**src/rtl/arbiter_pkg.sv**
```systemverilog
// Shared types and widths for the crossbar arbiter.
// Address width mirrors the interconnect's bus definition.
package arbiter_pkg;

    typedef enum logic {
        IDLE,
        GRANTED
    } arb_state_t;

    localparam int ADDR_WIDTH  = 32;
    localparam int QTY_DEFAULT = 4;
    localparam int SLAVE_SEL_W = $clog2(QTY_DEFAULT);

endpackage

```
**src/rtl/rr_arbiter_slice.sv**
```systemverilog
// One slave's arbiter: round-robin pick, grant hold until finish,
// optional watchdog that force-releases a stuck grant.
module rr_arbiter_slice
    import arbiter_pkg::*;
#(
    parameter int N              = 4,
    parameter int TIMEOUT_CYCLES = 0
) (
    input  logic         clk,
    input  logic         rst_n,
    input  logic [N-1:0] req_i,
    input  logic         finish_i,
    output logic [N-1:0] grant_o,
    output logic         timeout_o
);

    localparam int PW = (N > 1) ? $clog2(N) : 1;
    localparam int CW = (TIMEOUT_CYCLES > 1) ? $clog2(TIMEOUT_CYCLES) : 1;
    localparam bit WD_EN = (TIMEOUT_CYCLES > 0);
    localparam logic [CW-1:0] CNT_LAST =
        CW'((TIMEOUT_CYCLES > 0) ? TIMEOUT_CYCLES - 1 : 0);

    arb_state_t    state_q, state_d;
    logic [N-1:0]  grant_q, grant_d;
    logic [PW-1:0] widx_q, widx_d;
    logic [PW-1:0] ptr_q, ptr_d;
    logic [CW-1:0] cnt_q, cnt_d;
    logic          tmo_q, tmo_d;

    logic          win_vld;
    logic [PW-1:0] win_idx;
    logic [PW-1:0] idx;
    logic          rel;

    // N is a power of two, so the index wraps naturally.
    always_comb begin
        win_vld = 1'b0;
        win_idx = ptr_q;
        idx     = ptr_q;
        for (int i = 0; i < N; i++) begin
            idx = ptr_q + PW'(i);
            if (!win_vld && req_i[idx]) begin
                win_vld = 1'b1;
                win_idx = idx;
            end
        end
    end

    always_comb begin
        state_d = state_q;
        grant_d = grant_q;
        widx_d  = widx_q;
        ptr_d   = ptr_q;
        cnt_d   = cnt_q;
        tmo_d   = 1'b0;
        rel     = 1'b0;
        unique case (state_q)
            IDLE: begin
                if (win_vld) begin
                    state_d = GRANTED;
                    grant_d = N'(1) << win_idx;
                    widx_d  = win_idx;
                    cnt_d   = '0;
                end
            end
            GRANTED: begin
                if (finish_i) begin
                    rel = 1'b1;
                end else if (WD_EN && cnt_q == CNT_LAST) begin
                    rel   = 1'b1;
                    tmo_d = 1'b1;
                end else if (WD_EN) begin
                    cnt_d = cnt_q + 1'b1;
                end
            end
            default: state_d = IDLE;
        endcase
        if (rel) begin
            state_d = IDLE;
            grant_d = '0;
            ptr_d   = widx_q + 1'b1;
        end
    end

    always_ff @(posedge clk or negedge rst_n) begin
        if (!rst_n) begin
            state_q <= IDLE;
            grant_q <= '0;
            widx_q  <= '0;
            ptr_q   <= '0;
            cnt_q   <= '0;
            tmo_q   <= 1'b0;
        end else begin
            state_q <= state_d;
            grant_q <= grant_d;
            widx_q  <= widx_d;
            ptr_q   <= ptr_d;
            cnt_q   <= cnt_d;
            tmo_q   <= tmo_d;
        end
    end

    assign grant_o   = grant_q;
    assign timeout_o = tmo_q;

endmodule

```
**src/rtl/crossbar_arbiter.sv**
```systemverilog
// Per-slave round-robin arbiter producing the crossbar granted_matrix.
// Decodes targets, excludes busy masters, masks grants on finish.
module crossbar_arbiter
    import arbiter_pkg::*;
#(
    parameter int QTY_OF_DEVICES = 1 << SLAVE_SEL_W,
    parameter int TIMEOUT_CYCLES = 0
) (
    input  logic                                           clk,
    input  logic                                           rst_n,
    input  logic [QTY_OF_DEVICES-1:0]                      master_req,
    input  logic [QTY_OF_DEVICES-1:0][ADDR_WIDTH-1:0]      master_addr,
    input  logic [QTY_OF_DEVICES-1:0]                      session_is_finished,
    output logic [QTY_OF_DEVICES-1:0][QTY_OF_DEVICES-1:0]  granted_matrix,
    output logic [QTY_OF_DEVICES-1:0]                      master_granted,
    output logic [QTY_OF_DEVICES-1:0]                      session_timeout
);

    localparam int Q  = QTY_OF_DEVICES;
    localparam int SW = $clog2(Q);

    logic [Q-1:0][SW-1:0] tgt;
    logic [Q-1:0][Q-1:0]  req_mat;
    logic [Q-1:0][Q-1:0]  grant_q;

    always_comb begin
        for (int m = 0; m < Q; m++) begin
            tgt[m] = master_addr[m][ADDR_WIDTH-1 -: SW];
        end
    end

    // Masked grants let a master hand over on its finish edge.
    always_comb begin
        for (int s = 0; s < Q; s++) begin
            for (int m = 0; m < Q; m++) begin
                req_mat[s][m] = master_req[m]
                              && (tgt[m] == SW'(s))
                              && !master_granted[m];
            end
        end
    end

    always_comb begin
        for (int s = 0; s < Q; s++) begin
            granted_matrix[s] = grant_q[s] & ~{Q{session_is_finished[s]}};
        end
    end

    always_comb begin
        master_granted = '0;
        for (int s = 0; s < Q; s++) begin
            master_granted = master_granted | granted_matrix[s];
        end
    end

    for (genvar s = 0; s < Q; s++) begin : g_slice
        rr_arbiter_slice #(
            .N              (Q),
            .TIMEOUT_CYCLES (TIMEOUT_CYCLES)
        ) u_slice (
            .clk       (clk),
            .rst_n     (rst_n),
            .req_i     (req_mat[s]),
            .finish_i  (session_is_finished[s]),
            .grant_o   (grant_q[s]),
            .timeout_o (session_timeout[s])
        );
    end

endmodule
```
**config.mk**
```make
export PLATFORM = sky130hd
export DESIGN_NAME = crossbar_arbiter
export DESIGN_NICKNAME = d
export VERILOG_FILES = /design/src/rtl/arbiter_pkg.sv /design/src/rtl/rr_arbiter_slice.sv /design/src/rtl/crossbar_arbiter.sv
export SDC_FILE = /design/constraint.sdc
export NUM_CORES = 1
export LEC_CHECK = 0
export BUFFER_PORTS_ARGS = -buffer_cell sky130_fd_sc_hd__clkbuf_2
export CAP_MARGIN = 20
export CORE_ASPECT_RATIO = 2
export CORE_UTILIZATION = 35
export CTS_CLUSTER_SIZE = 12
export DETAILED_ROUTE_END_ITERATION = 10
export GPL_TIMING_DRIVEN = 0
export MAX_ROUTING_LAYER = met4
export PLACE_DENSITY = 0.71
export SYNTH_ARGS = -nofsm -noshare
export SYNTH_HDL_FRONTEND = slang
export SYNTH_SLANG_ARGS = --single-unit
```
**constraint.sdc**
```tcl
create_clock -name clk -period 3 [get_ports clk]
set_input_delay 0.9 -clock clk [delete_from_list [all_inputs] [get_ports clk]]
set_output_delay 0.9 -clock clk [all_outputs]
set_load 0.02 [all_outputs]
```
# Word-level counts from Yosys, hierarchy flattened
# Index checks and enable logic that the tools add are counted.
dict set report word_totals {
  wordCells 251
  output_inout_bits 24
  input_bits 138
  ff_bits 36
}
dict set report classes {
  n_addsub 16
  bitwise 15
  n_reduce_logical 76
  n_lt_le_gt_ge 16
  n_eq_ne 16
  mux 92
  shifts 4
}
# operator n
set ops {}
lappend ops {{$mux W1} 52}
lappend ops {{$lt A2 B3 Y1 const B} 16}
lappend ops {{$mux W4} 12}
lappend ops {{$logic_and A1 B1 Y1} 44}
lappend ops {{$bmux W1 S2} 16}
lappend ops {{$mux W2} 12}
lappend ops {{$add A2 B1 Y2 const B} 8}
lappend ops {{$add A2 B2 Y2 const B} 8}
lappend ops {{$and A4 B4 Y4} 4}
lappend ops {{$eq A2 B2 Y1 const B} 8}
lappend ops {{$logic_not A1 Y1} 16}
lappend ops {{$not A4 Y4} 4}
lappend ops {{$reduce_and A2 Y1} 8}
lappend ops {{$shl A1 B2 Y4 const A} 4}
lappend ops {{$or A4 B4 Y4} 3}
lappend ops {{$eq A2 B1 Y1 const B} 4}
lappend ops {{$logic_not A2 Y1} 4}
lappend ops {{$ne A2 B2 Y1 const B} 4}
lappend ops {{$reduce_bool A2 Y1} 4}
lappend ops {{$not A1 Y1} 4}

# Longest topological paths before layout
# Gate-level depths: netlist of run 1.
dict set report depth {
  word_depth 23
  ltp_mapped 8
}

# By module
# Synthesis of run 1 repeated with hierarchy kept, for this count alone.
dict set report hier_totals {
  hier_cells 268
  hier_area_um2 2431.1
}
# module area_each_um2 seq_area_each_um2 cells_per_inst instances
set modules_own_cells {}
lappend modules_own_cells {rr_arbiter_slice 524.3 225.2 54 4}
lappend modules_own_cells {crossbar_arbiter 334.1 0.0 52 1}

# Worst setup path before layout of run 1
# OpenSTA, ideal clock, no wires.
dict set report synth_path {
  kind {in2reg}
  from {in session_is_finished[0]}
  to {reg g_slice[0].u_slice.widx_q[0]}
  t_arrival_ps 2914
  path_slack_ps -38
  required_ps 2875
  n_path_buf 1
  stages 7
  cell_sequence {nor2b_1 or4_1 buf_2 or4b_4 nand4_1 and2b_1 mux2_2}
}
dict set report synth_between {
  elab_chain_len 20
  elab_cells_between_ends 35
}
# item line_no
set synth_rtl {}
lappend synth_rtl {{from (decl)} crossbar_arbiter.sv:13} ;# input logic [QTY_OF_DEVICES-1:0] session_is_finished,
lappend synth_rtl {{$not A4 Y4 (*)} crossbar_arbiter.sv:45} ;# granted_matrix[s] = grant_q[s] & ~{Q{session_is_finished[s]}};
lappend synth_rtl {{$and A4 B4 Y4 (*)} crossbar_arbiter.sv:45}
lappend synth_rtl {{$or A4 B4 Y4 (*) (3 in series)} crossbar_arbiter.sv:52} ;# master_granted = master_granted | granted_matrix[s];
lappend synth_rtl {{via master_granted[3]} crossbar_arbiter.sv:15} ;# output logic [QTY_OF_DEVICES-1:0] master_granted,
lappend synth_rtl {{$logic_not A1 Y1 (*)} crossbar_arbiter.sv:38} ;# && !master_granted[m];
lappend synth_rtl {{$logic_and A1 B1 Y1 (*)} crossbar_arbiter.sv:38}
lappend synth_rtl {{$bmux W1 S2} rr_arbiter_slice.sv:42} ;# if (!win_vld && req_i[idx]) begin
lappend synth_rtl {{$mux W1 (implied by the code)} rr_arbiter_slice.sv:42}
lappend synth_rtl {{[3 not listed]} --}
lappend synth_rtl {{$mux W1} rr_arbiter_slice.sv:42}
lappend synth_rtl {{$logic_not A1 Y1} rr_arbiter_slice.sv:42}
lappend synth_rtl {{$logic_and A1 B1 Y1} rr_arbiter_slice.sv:42}
lappend synth_rtl {{$mux W1} rr_arbiter_slice.sv:42}
lappend synth_rtl {{$logic_not A1 Y1} rr_arbiter_slice.sv:42}
lappend synth_rtl {{$logic_and A1 B1 Y1} rr_arbiter_slice.sv:42}
lappend synth_rtl {{$mux W1} rr_arbiter_slice.sv:42}
lappend synth_rtl {{$reduce_and A2 Y1 (no line)} --}
lappend synth_rtl {{to (signal assigned)} rr_arbiter_slice.sv:96} ;# widx_q <= widx_d;
lappend synth_rtl {{to (decl)} rr_arbiter_slice.sv:25} ;# logic [PW-1:0] widx_q, widx_d;
# Mark *: on every way through the listed nets, which the timed path passes. The rest lies on a longest branch. The select of a mux whose other input is x is not followed.
# A chain may end at the register's enable or synchronous reset.

# Worst setup path after layout of run 1
dict set report layout_path {
  from {in session_is_finished[3]}
  to {reg g_slice[0].u_slice.widx_q[0]}
}
dict set report layout_between {
  elab_chain_len 18
  elab_cells_between_ends 33
}
# item line_no
set layout_rtl {}
lappend layout_rtl {{$not A4 Y4 (*)} crossbar_arbiter.sv:45}
lappend layout_rtl {{$and A4 B4 Y4 (*)} crossbar_arbiter.sv:45}
lappend layout_rtl {{$or A4 B4 Y4 (*)} crossbar_arbiter.sv:52}
lappend layout_rtl {{$logic_not A1 Y1} crossbar_arbiter.sv:38}
lappend layout_rtl {{$logic_and A1 B1 Y1} crossbar_arbiter.sv:38}
lappend layout_rtl {{$bmux W1 S2} rr_arbiter_slice.sv:42}
lappend layout_rtl {{$mux W1 (implied by the code)} rr_arbiter_slice.sv:42}
lappend layout_rtl {{$mux W1} rr_arbiter_slice.sv:42}
lappend layout_rtl {{[2 not listed]} --}
lappend layout_rtl {{$mux W1} rr_arbiter_slice.sv:42}
lappend layout_rtl {{$logic_not A1 Y1} rr_arbiter_slice.sv:42}
lappend layout_rtl {{$logic_and A1 B1 Y1} rr_arbiter_slice.sv:42}
lappend layout_rtl {{$mux W1} rr_arbiter_slice.sv:42}
lappend layout_rtl {{$logic_not A1 Y1} rr_arbiter_slice.sv:42}
lappend layout_rtl {{$logic_and A1 B1 Y1} rr_arbiter_slice.sv:42}
lappend layout_rtl {{$mux W1} rr_arbiter_slice.sv:42}
lappend layout_rtl {{$reduce_and A2 Y1 (no line)} --}
# Every way passes the cells marked *; elsewhere a longest branch is shown, timed or not. The select of a mux whose other input is x is not followed.

==> results of run 1 <==
[how the worst min path moves through the flow]
| stage | from | endpoint | slack (ps) |
|---|---|---|---|
| 5_1_grt | g_slice[3].u_slice.grant_o[0]$_DFFE_PN0P_ | g_slice[3].u_slice.grant_o[0]$_DFFE_PN0P_ | 500 |
| 6_report | g_slice[3].u_slice.grant_o[0]$_DFFE_PN0P_ | g_slice[3].u_slice.grant_o[0]$_DFFE_PN0P_ | 470 |
| 3_3_place_gp | g_slice[3].u_slice.grant_o[0]$_DFFE_PN0P_ | g_slice[3].u_slice.grant_o[0]$_DFFE_PN0P_ | 450 |
| 4_1_cts | g_slice[3].u_slice.grant_o[0]$_DFFE_PN0P_ | g_slice[3].u_slice.grant_o[0]$_DFFE_PN0P_ | 470 |
| 2_1_floorplan | g_slice[3].u_slice.grant_o[0]$_DFFE_PN0P_ | g_slice[3].u_slice.grant_o[0]$_DFFE_PN0P_ | 440 |
| 3_5_place_dp | g_slice[3].u_slice.grant_o[0]$_DFFE_PN0P_ | g_slice[3].u_slice.grant_o[0]$_DFFE_PN0P_ | 460 |
[per-layer routing]
metal / track usage, % / vias up / share of wire, %
li1: - / 981 / -
met3: 3.40 / 24 / 4.3
met5: - / - / 0
met4: 12.4 / 0 / 5.4
met2: 32.0 / 58 / 51
met1: 18.9 / 941 / 39
[stage by stage]
stage	power (mW)	hold slack (ps)	setup slack [ps]
floorplan	1.76	435	23.1
global placement	2.06	454	-312
detailed placement	2.10	463	-314
CTS	2.75	474	57.5
global route	2.98	501	8.70
finish	2.79	468	84.6
[power by group through the flow]
stage	combinational [mW]	clock [mW]	sequential, mW
3_3_place_gp	1.16	0	0.898
5_1_grt	1.37	0.661	0.946
3_5_place_dp	1.19	0	0.911
4_1_cts	1.20	0.643	0.903
6_report	1.26	0.631	0.907
2_1_floorplan	0.903	0	0.860
[cell type report]
cell class              count  area (µm²)
inverters                  11        41.3
clock buffers               7         153
multi-input cells         191        1260
fillers                   592        3300
plain buffers               6        45.0
flip-flops and latches     36         901
well taps                  63        78.8
repair buffers             39         203
clock inverters             1        30.0
[registers in the layout, indices dropped and copies added, names as in the netlist]
name                     cells
g_slice.u_slice.grant_o     16
g_slice.u_slice.ptr_q        8
g_slice.u_slice.state_q      4
g_slice.u_slice.widx_q       8
[Yosys cell counts (all sizes together), types with 4 or more instances]
cell type,number
buf,5
a21oi,11
and2,4
dfrtp,36
nor2b,18
nand3,8
o22ai,5
o21ai,21
or2,4
inv,10
nand4b,5
nand2,25
nor3,5
nand4,4
a22o,6
nor2,14
mux2,5
o21a,6
[repair_timing]
| item | CTS | global route |
|---|---|---|
| endpoints found under the setup margin | 1 | 17 |
| setup buffers | 1 | 1 |
| pin swaps | 0 | 3 |
| resized for setup | 0 | 10 |
[critical path, cell delays in order]
cell and delay, ps:
clkbuf_4 160, nor2b_2 70, or4_1 540, buf_6 160, or4b_4 560, nand4_1 160, and2b_2 200, mux2_2 330
[kinds of logic (layout without fill, tap and decap cells)]
logic type                after synthesis  in the layout  synth area share [%]
and+or+nand+nor                       105            105                  27.2
AOI/OAI and AO/OA                      70             70                  22.1
DFF                                    36             36                  41.3
buffers and inverters                  17             64                  3.67
muxes                                   8              8                  3.96
xor gates and xnor gates                4              4                  1.61
other                                   1              4                 0.172
==> results.cfg, run 1 <==
[logic_synthesis]
ys_top_cells_by_area = dfrtp_1 (41%), nor2b_1 (5.2%), o21ai_0 (4.4%)
async_flop_share_pct = 100
synth-edff-count = 0
synthCells = 241
synth_largest_area_cell = dfrtp_1
synth_ff_type = dfrtp_1
yosys_warnings = 0
syn_area_um2 = 2180
synth_area_per_cell_um2 = 9.04
seq_area_frac_synth_pct = 41.3
ys_seq_elements = 36
synth_top_area_share_pct = 41.3
ys_types = 56

[clocking]
hold_buffers = 0
cts_max_path_buffers = 2
clk_latency_ps = 280
clk_pin_slew_ps = 60
cts-htree-levels = 2
cts.sinks = 36
cts_made_buffers = 5
root_buffer = clkbuf_16
cts_tree = done

[power]
p_switching_mw = 1.11
combPwrFrac_pct = 45.0
switching_share_pct = 39.6
p_clk_share_pct = 22.6
internal_power_mw = 1.69
power_frac_seq_pct = 32.5
p_leak_nw = 1.26
ir_worst_vdd_mv = 0.526
power_density_nw_per_um2 = 1030

[sta]
timing.final.crit_share_pct = 97.2
slew_viol_final = 0
slew_headroom_pct = 39.7
min_period_ps = 2920
hold_viol_final = 0
worst_pin_slew_ps = 905
setup_viol = 0
rsz0062_at_grt = no
timing.fmax_mhz = 343
fin_worst_skew_ps = 6.27
setup_tns_ps = 0

[worst_setup_path]
critical_path.max_fanout = 8
startpoint_type = input port
r2r_setup_slack_ps = 390
reg2reg_depth = 7
rr_startpoint = g_slice[3].u_slice.grant_o[3]$_DFFE_PN0P_
required_ps = 3160
crit_path_start = session_is_finished[3]
critical_path_class = in2reg
critPathCapture = g_slice[0].u_slice.widx_q[0]$_DFFE_PN0P_
critPathCaptureType = flop
worstPathArrival_ps = 3080
r2r_end = g_slice[0].u_slice.widx_q[0]$_DFFE_PN0P_

[floorplanning]
fp.dieH_um = 114
rows = 40
start_util_pct = 36.3
dieArea_um2 = 6570
die_width_um = 57.8
io_pins = 162
core-area_um2 = 6010

[outcome]
violations = design-rule violations
status = complete, but fails checks

[final_layout]
insertedDiodeCount = 0
fin_util_pct = 45.1
final_area_um2 = 2710
drive_gt1_share_pct = 26.5
finalNonFillerCells = 354
area_delta_synth_final_pct = 24.2
layout_common_cells = dfrtp_1 (36), clkbuf_2 (36), nand2_1 (25), o21ai_0 (19), nor2b_1 (16)
fin_nets = 428

[hold_path]
whs_path_depth = 2
min_path_type = reg2reg

[global_routing]
grt_start_max_net_pins = 37
grt.total_usage_pct = 18.7
grt_pass1_vias = 1969
grt_pass1_wl_um = 9000
grt_antenna_before_repair = 0
overflow = 0

[placement]
placed_cell_area_um2 = 2470
dp.cells = 344
io_buffers = 37
dp_hpwl_um = 4370
routabilityCongestion = 0.872

[detailed_routing]
final_antenna_net_count = 0
vias = 2004
drt_iter0_drc = 71
avgRoutedWirePerCell_um = 15.8
first_pass_iters = 8
viasPerCell = 5.66
drt_wl_total_um = 5580
post-route-drc-count = 5

[job]
drv_cap = 0
Power figures use the tool's default switching activity.
==> inputs of run 2 (changes only) <==
Settings changed: PLACE_DENSITY 0.71 to 0.69, SYNTH_HIERARCHICAL set to 1.
==> run 2 against run 1 <==
Compared with the run above: global-route usage down 1.1 points; wire length rose by 0.16%; area after synthesis grew 12%; the run now ends clean.
==> results.cfg, run 2 <==
[final_layout]
area_delta_synth_final_pct = 22.6
fillers = 664
fin_util_pct = 44.7
largest_register_ffs = 16
layout_common_cells = dfrtp_1 (36), clkbuf_2 (33), o21ai_0 (32), nand2_1 (24), a21oi_1 (20)
insertedDiodeCount = 0
final_area_um2 = 2980
drive_gt1_share_pct = 31.7
finalNonFillerCells = 403
mostFrequentLayoutCell = dfrtp_1
fin_nets = 452

[detailed_routing]
drt_wl_total_um = 5590
viasPerCell = 5.26
vias = 2119
first_pass_iters = 4
avgRoutedWirePerCell_um = 13.9
drt_iter0_drc = 44
post-route-drc-count = 0
final_antenna_net_count = 0

[logic_synthesis]
synth_ff_type = dfrtp_1
ys_types = 27
synth_top_area_share_pct = 37.1
synth.most_common_cell = dfrtp_1
synth_area_per_cell_um2 = 9.07
synth-edff-count = 0
ys_seq_elements = 36
yosys_warnings = 6
async_flop_share_pct = 100
syn_area_um2 = 2430
synthCells = 268
synthesis.nets = 406
seq_area_frac_synth_pct = 37.1
ys_top_cells_by_count = dfrtp_1 (36), o21ai_0 (32), nand2_1 (24)
ys_top_cells_by_area = dfrtp_1 (37%), o21ai_0 (6.6%), nor2b_1 (5.1%)
synth_largest_area_cell = dfrtp_1

[placement]
dp_hpwl_um = 4470
routabilityCongestion = 0.804
dp.cells = 393
io_buffers = 37
dp_slack_ps = -324
placed_cell_area_um2 = 2740

[sta]
timing.fmax_mhz = 341
fin_worst_skew_ps = 4.33
setup_tns_ps = 0
setup_viol = 0
worst_slack_ps = 67.4
min_period_ps = 2930
hold_viol_final = 0
slew_viol_final = 0
timing.final.crit_share_pct = 97.8
slew_headroom_pct = 39.8
worst_pin_slew_ps = 903
hold_slack_ps = 503

[clocking]
root_buffer = clkbuf_16
clk_latency_ps = 280
cts_max_path_buffers = 2
cts_tree = done
cts-htree-levels = 2
hold_buffers = 0
cts_made_buffers = 5
cts.sinks = 36
clk_pin_slew_ps = 50

[floorplanning]
rows = 42
core-area_um2 = 6670
dieArea_um2 = 7300
fp.dieH_um = 120
die_width_um = 60.9
io_pins = 162
start_util_pct = 36.4

[hold_path]
min_path_type = reg2reg
whs_path_depth = 2
hp-start = g_slice[2].u_slice/widx_q[1]$_DFFE_PN0P_
hold-path-endpoint = g_slice[2].u_slice/widx_q[1]$_DFFE_PN0P_

[global_routing]
grt_pass1_wl_um = 9360
grt.total_usage_pct = 17.6
grt_pass1_vias = 2092
grt_start_max_net_pins = 37
overflow = 0
grt_antenna_before_repair = 0

[worst_setup_path]
reg2reg_depth = 7
critical_path_class = in2out
required_ps = 2100
worstPathArrival_ps = 2030
r2r_end = g_slice[0].u_slice/grant_o[3]$_DFFE_PN0P_
rr_startpoint = g_slice[3].u_slice/grant_o[3]$_DFFE_PN0P_
critical_path.max_fanout = 6
cp_slowest_cell = or4_1
crit_path_start = session_is_finished[0]
critPathMaxStageDelay_ps = 530
cp_cell_sequence = buf_2 > nor2b_1 > or4_1 > buf_2 > clkbuf_2
critPathCaptureType = output pin
crit_path_frequent_cell = buf_2
startpoint_type = input port
r2r_setup_slack_ps = 340

[job]
drv_cap = 0

[power]
power_density_nw_per_um2 = 980
finalPower_mw = 2.92
ir_worst_vdd_mv = 0.408
p_leak_nw = 1.37

[outcome]
status = finished clean
run 2: cell count changes after synthesis, sizes merged, moves of 9 or more:
cell,previous run,this run
nor3b,1,16
and2b,1,12
o21ai,21,32
or4,1,12
a21oi,11,20
run 2: cell families (layout without fill, tap and decap cells):
group	after synthesis	count (layout)	share of synthesized area, %
AND/OR/NAND/NOR	132	132	36.6
AO/OA/AOI/OAI	76	76	20.4
flip-flops	36	36	37.1
buffers and inverters	16	63	3.91
other	4	4	0.617
XOR/XNOR	4	4	1.44
run 2: routing by layer:
metal	vias up	global-route usage (%)	wire (µm)
met5	-	-	0
met4	0	7.95	133
met3	10	2.80	187
li1	1050	-	-
met1	1009	19.0	2270
met2	50	30.4	3000
run 2: worst max-delay path by stage:
stage	to	slack, ps	cells past startpoint
CTS	g_slice[2].u_slice/grant_o[2]$_DFFE_PN0P_	10	9
floorplan	g_slice[0].u_slice/grant_o[3]$_DFFE_PN0P_	3	8
detailed placement	g_slice[0].u_slice/grant_o[3]$_DFFE_PN0P_	-320	9
global route	g_slice[0].u_slice/grant_o[3]$_DFFE_PN0P_	-50	9
global placement	g_slice[0].u_slice/grant_o[3]$_DFFE_PN0P_	-270	9
finish	master_granted[0]	70	5
run 2: final cells by class:
class	count	area (µm²)	area share (%)
Clock inverter	1	30.0	1.01
Inverter	4	15.0	0.504
Multi-Input combinational cell	216	1490	49.8
Tap cell	88	110	3.69
Sequential cell	36	901	30.2
Buffer	11	77.6	2.60
Clock buffer	7	153	5.12
Timing Repair Buffer	40	210	7.05
run 2: critical path: cells and delay by family:
family        cells  cell delay (ps)
buf+inv           3              510
simple gates      2              630
run 2: power by group:
part	leakage [nW]	switching, mW	internal [mW]
sequential	0.462	0.221	0.705
clock	0.0901	0.189	0.437
combinational	0.820	0.746	0.622
run 2: timing repair:
action	CTS	global route
resized for setup	1	14
pin swaps	1	2
setup endpoints to repair	2	18
buffers inserted	0	3
==> inputs of run 3 (changes only) <==
--- a/config.mk
+++ b/config.mk
@@ -9,4 +9,6 @@
 export CAP_MARGIN = 20
+export CELL_PAD_IN_SITES_DETAIL_PLACEMENT = 1
+export CELL_PAD_IN_SITES_GLOBAL_PLACEMENT = 1
 export CORE_ASPECT_RATIO = 2
-export CORE_UTILIZATION = 35
+export CORE_UTILIZATION = 29
 export CTS_CLUSTER_SIZE = 12
@@ -15,3 +17,3 @@
 export MAX_ROUTING_LAYER = met4
-export PLACE_DENSITY = 0.69
+export PLACE_DENSITY_LB_ADDON = 0.1
 export SYNTH_ARGS = -nofsm -noshare
==> constraint.sdc (replaced) <==
create_clock -name clk -period 3 [get_ports clk]
set_input_delay 0.15 -clock clk [delete_from_list [all_inputs] [get_ports clk]]
set_output_delay 0.15 -clock clk [all_outputs]
set_load 0.02 [all_outputs]
==> run 3 against run 2 <==
Compared with the run above: core utilization fell by 8.8 points; clock skew fell by 0.72 ps; global-route usage fell by 0.86 points; sequential share of layout area rose by 1.2 points; sequential power barely moved; combinational power barely moved; non-clock buffer count fell by 2; hold slack got worse by 500 ps; critical path depth rose by 3.
==> results.cfg, run 3 (synthesis gave the netlist of run 2 again) <==
[outcome]
status = finished clean

[placement]
dp_hpwl_um = 5440
routabilityCongestion = 0.762
placed_cell_area_um2 = 2740
dp.cells = 401
io_buffers = 37
dp_slack_ps = 156

[detailed_routing]
vias = 2121
drt_wl_total_um = 6560
first_pass_iters = 4
post-route-drc-count = 0
viasPerCell = 5.22
final_antenna_net_count = 0
avgRoutedWirePerCell_um = 16.2
drt_iter0_drc = 21

[floorplanning]
dieArea_um2 = 8770
rows = 46
start_util_pct = 30.4
die_width_um = 66.7
io_pins = 162
fp.dieH_um = 131
core-area_um2 = 8000

[sta]
slew_viol_final = 0
slew_headroom_pct = 37.3
timing.final.crit_share_pct = 91.6
hold_slack_ps = 3.50
setup_tns_ps = 0
fin_worst_skew_ps = 3.60
rsz0062_at_grt = no
worst_pin_slew_ps = 941
timing.fmax_mhz = 364
hold_viol_final = 0
setup_viol = 0
min_period_ps = 2750
worst_slack_ps = 252

[clocking]
clk_latency_ps = 280
hold_buffers = 0
clk_pin_slew_ps = 50
cts.sinks = 36
cts_tree = done
root_buffer = clkbuf_16
cts-htree-levels = 2
cts_max_path_buffers = 2
cts_made_buffers = 5

[worst_setup_path]
rr_startpoint = g_slice[0].u_slice/grant_o[3]$_DFFE_PN0P_
worstPathArrival_ps = 2940
r2r_setup_slack_ps = 250
critPathCapture = g_slice[0].u_slice/grant_o[3]$_DFFE_PN0P_
crit_path_start = g_slice[0].u_slice/grant_o[3]$_DFFE_PN0P_
required_ps = 3190
critical_path_class = reg2reg
critical_path.max_fanout = 6
r2r_end = g_slice[0].u_slice/grant_o[3]$_DFFE_PN0P_
reg2reg_depth = 8
critPathCaptureType = flop
startpoint_type = flop

[final_layout]
drive_gt1_share_pct = 28.1
mostFrequentLayoutCell = clkbuf_2
final_area_um2 = 2870
area_delta_synth_final_pct = 17.9
fin_nets = 450
insertedDiodeCount = 0
largest_register_ffs = 16
finalNonFillerCells = 406
fillers = 957
layout_common_cells = clkbuf_2 (37), dfrtp_1 (36), o21ai_0 (32), nand2_1 (24)

[power]
power_density_nw_per_um2 = 956
p_leak_nw = 1.32
ir_worst_vdd_mv = 0.315

[global_routing]
grt_pass1_vias = 2190
grt_pass1_wl_um = 10700
grt_antenna_before_repair = 0
overflow = 0
grt_start_max_net_pins = 37
grt.total_usage_pct = 16.8

[job]
drv_cap = 0

[hold_path]
min_path_type = in2async
## run 3: cell count changes in the layout (fill, tap and decap cells not counted), moves of 4 or more
cell	delta
nor2b_1	+4
clkbuf_2	+4
buf_4	-4
nor2b_2	-4
## run 3: area by class of cell
| type | count | area [µm²] | share of cell area, % |
|---|---|---|---|
| multi-input cells | 216 | 1440 | 50.2 |
| flip-flops and latches | 36 | 901 | 31.4 |
| repair buffers | 37 | 185 | 6.46 |
| clock buffers | 5 | 125 | 4.36 |
| well taps | 96 | 120 | 4.19 |
| plain buffers | 12 | 80.1 | 2.79 |
| inverters | 4 | 15.0 | 0.524 |
## run 3: metal layers
layer / up-vias / track usage (%) / wire, µm
met4: 0 / 6.74 / 158
met1: 1024 / 17.3 / 2500
li1: 1043 / - / -
met5: - / - / 0
met3: 10 / 2.08 / 192
met2: 44 / 30.5 / 3710
## run 3: worst min-delay path by stage
| stage | from | cells past startpoint | slack (ps) | to |
|---|---|---|---|---|
| after detailed placement | rst_n | 1 | 360 | g_slice[3].u_slice/widx_q[0]$_DFFE_PN0P_ |
| after CTS | rst_n | 1 | 60 | g_slice[3].u_slice/ptr_q[0]$_DFFE_PN0P_ |
| final | rst_n | 1 | 4 | g_slice[3].u_slice/ptr_q[0]$_DFFE_PN0P_ |
| after global routing | rst_n | 1 | 100 | g_slice[3].u_slice/widx_q[1]$_DFFE_PN0P_ |
| after global placement | rst_n | 1 | 350 | g_slice[3].u_slice/ptr_q[1]$_DFFE_PN0P_ |
| after floorplan | rst_n | 0 | -150 | g_slice[0].u_slice/grant_o[0]$_DFFE_PN0P_ |
## run 3: per-stage QoR
step	power [mW]	util, %
after floorplan	1.90	-
after CTS	2.80	35.8
after global routing	2.96	35.8
after detailed placement	2.31	34.2
final	2.74	35.8
after global placement	2.27	34.2
## run 3: power by group
group          switching, mW  internal (mW)  leakage, nW
registers              0.224          0.705        0.462
logic                  0.747          0.593        0.797
clock network          0.178          0.293       0.0616
total                   1.15           1.59         1.32
## run 3: what timing repair did
action                                  CTS  global route
endpoints found under the setup margin    0             2
resized for setup                         0             1
endpoints found under the hold margin     0             0
buffers inserted                          0             0
## run 3: critical path, stage by stage (launching register included)
cell and delay (ps):
dfrtp_1 380, nor2b_1 180, or4_1 520, buf_2 190, nor4b_4 390, and2b_2 260
o21ai_0 270, o211ai_1 230, o31ai_2 240
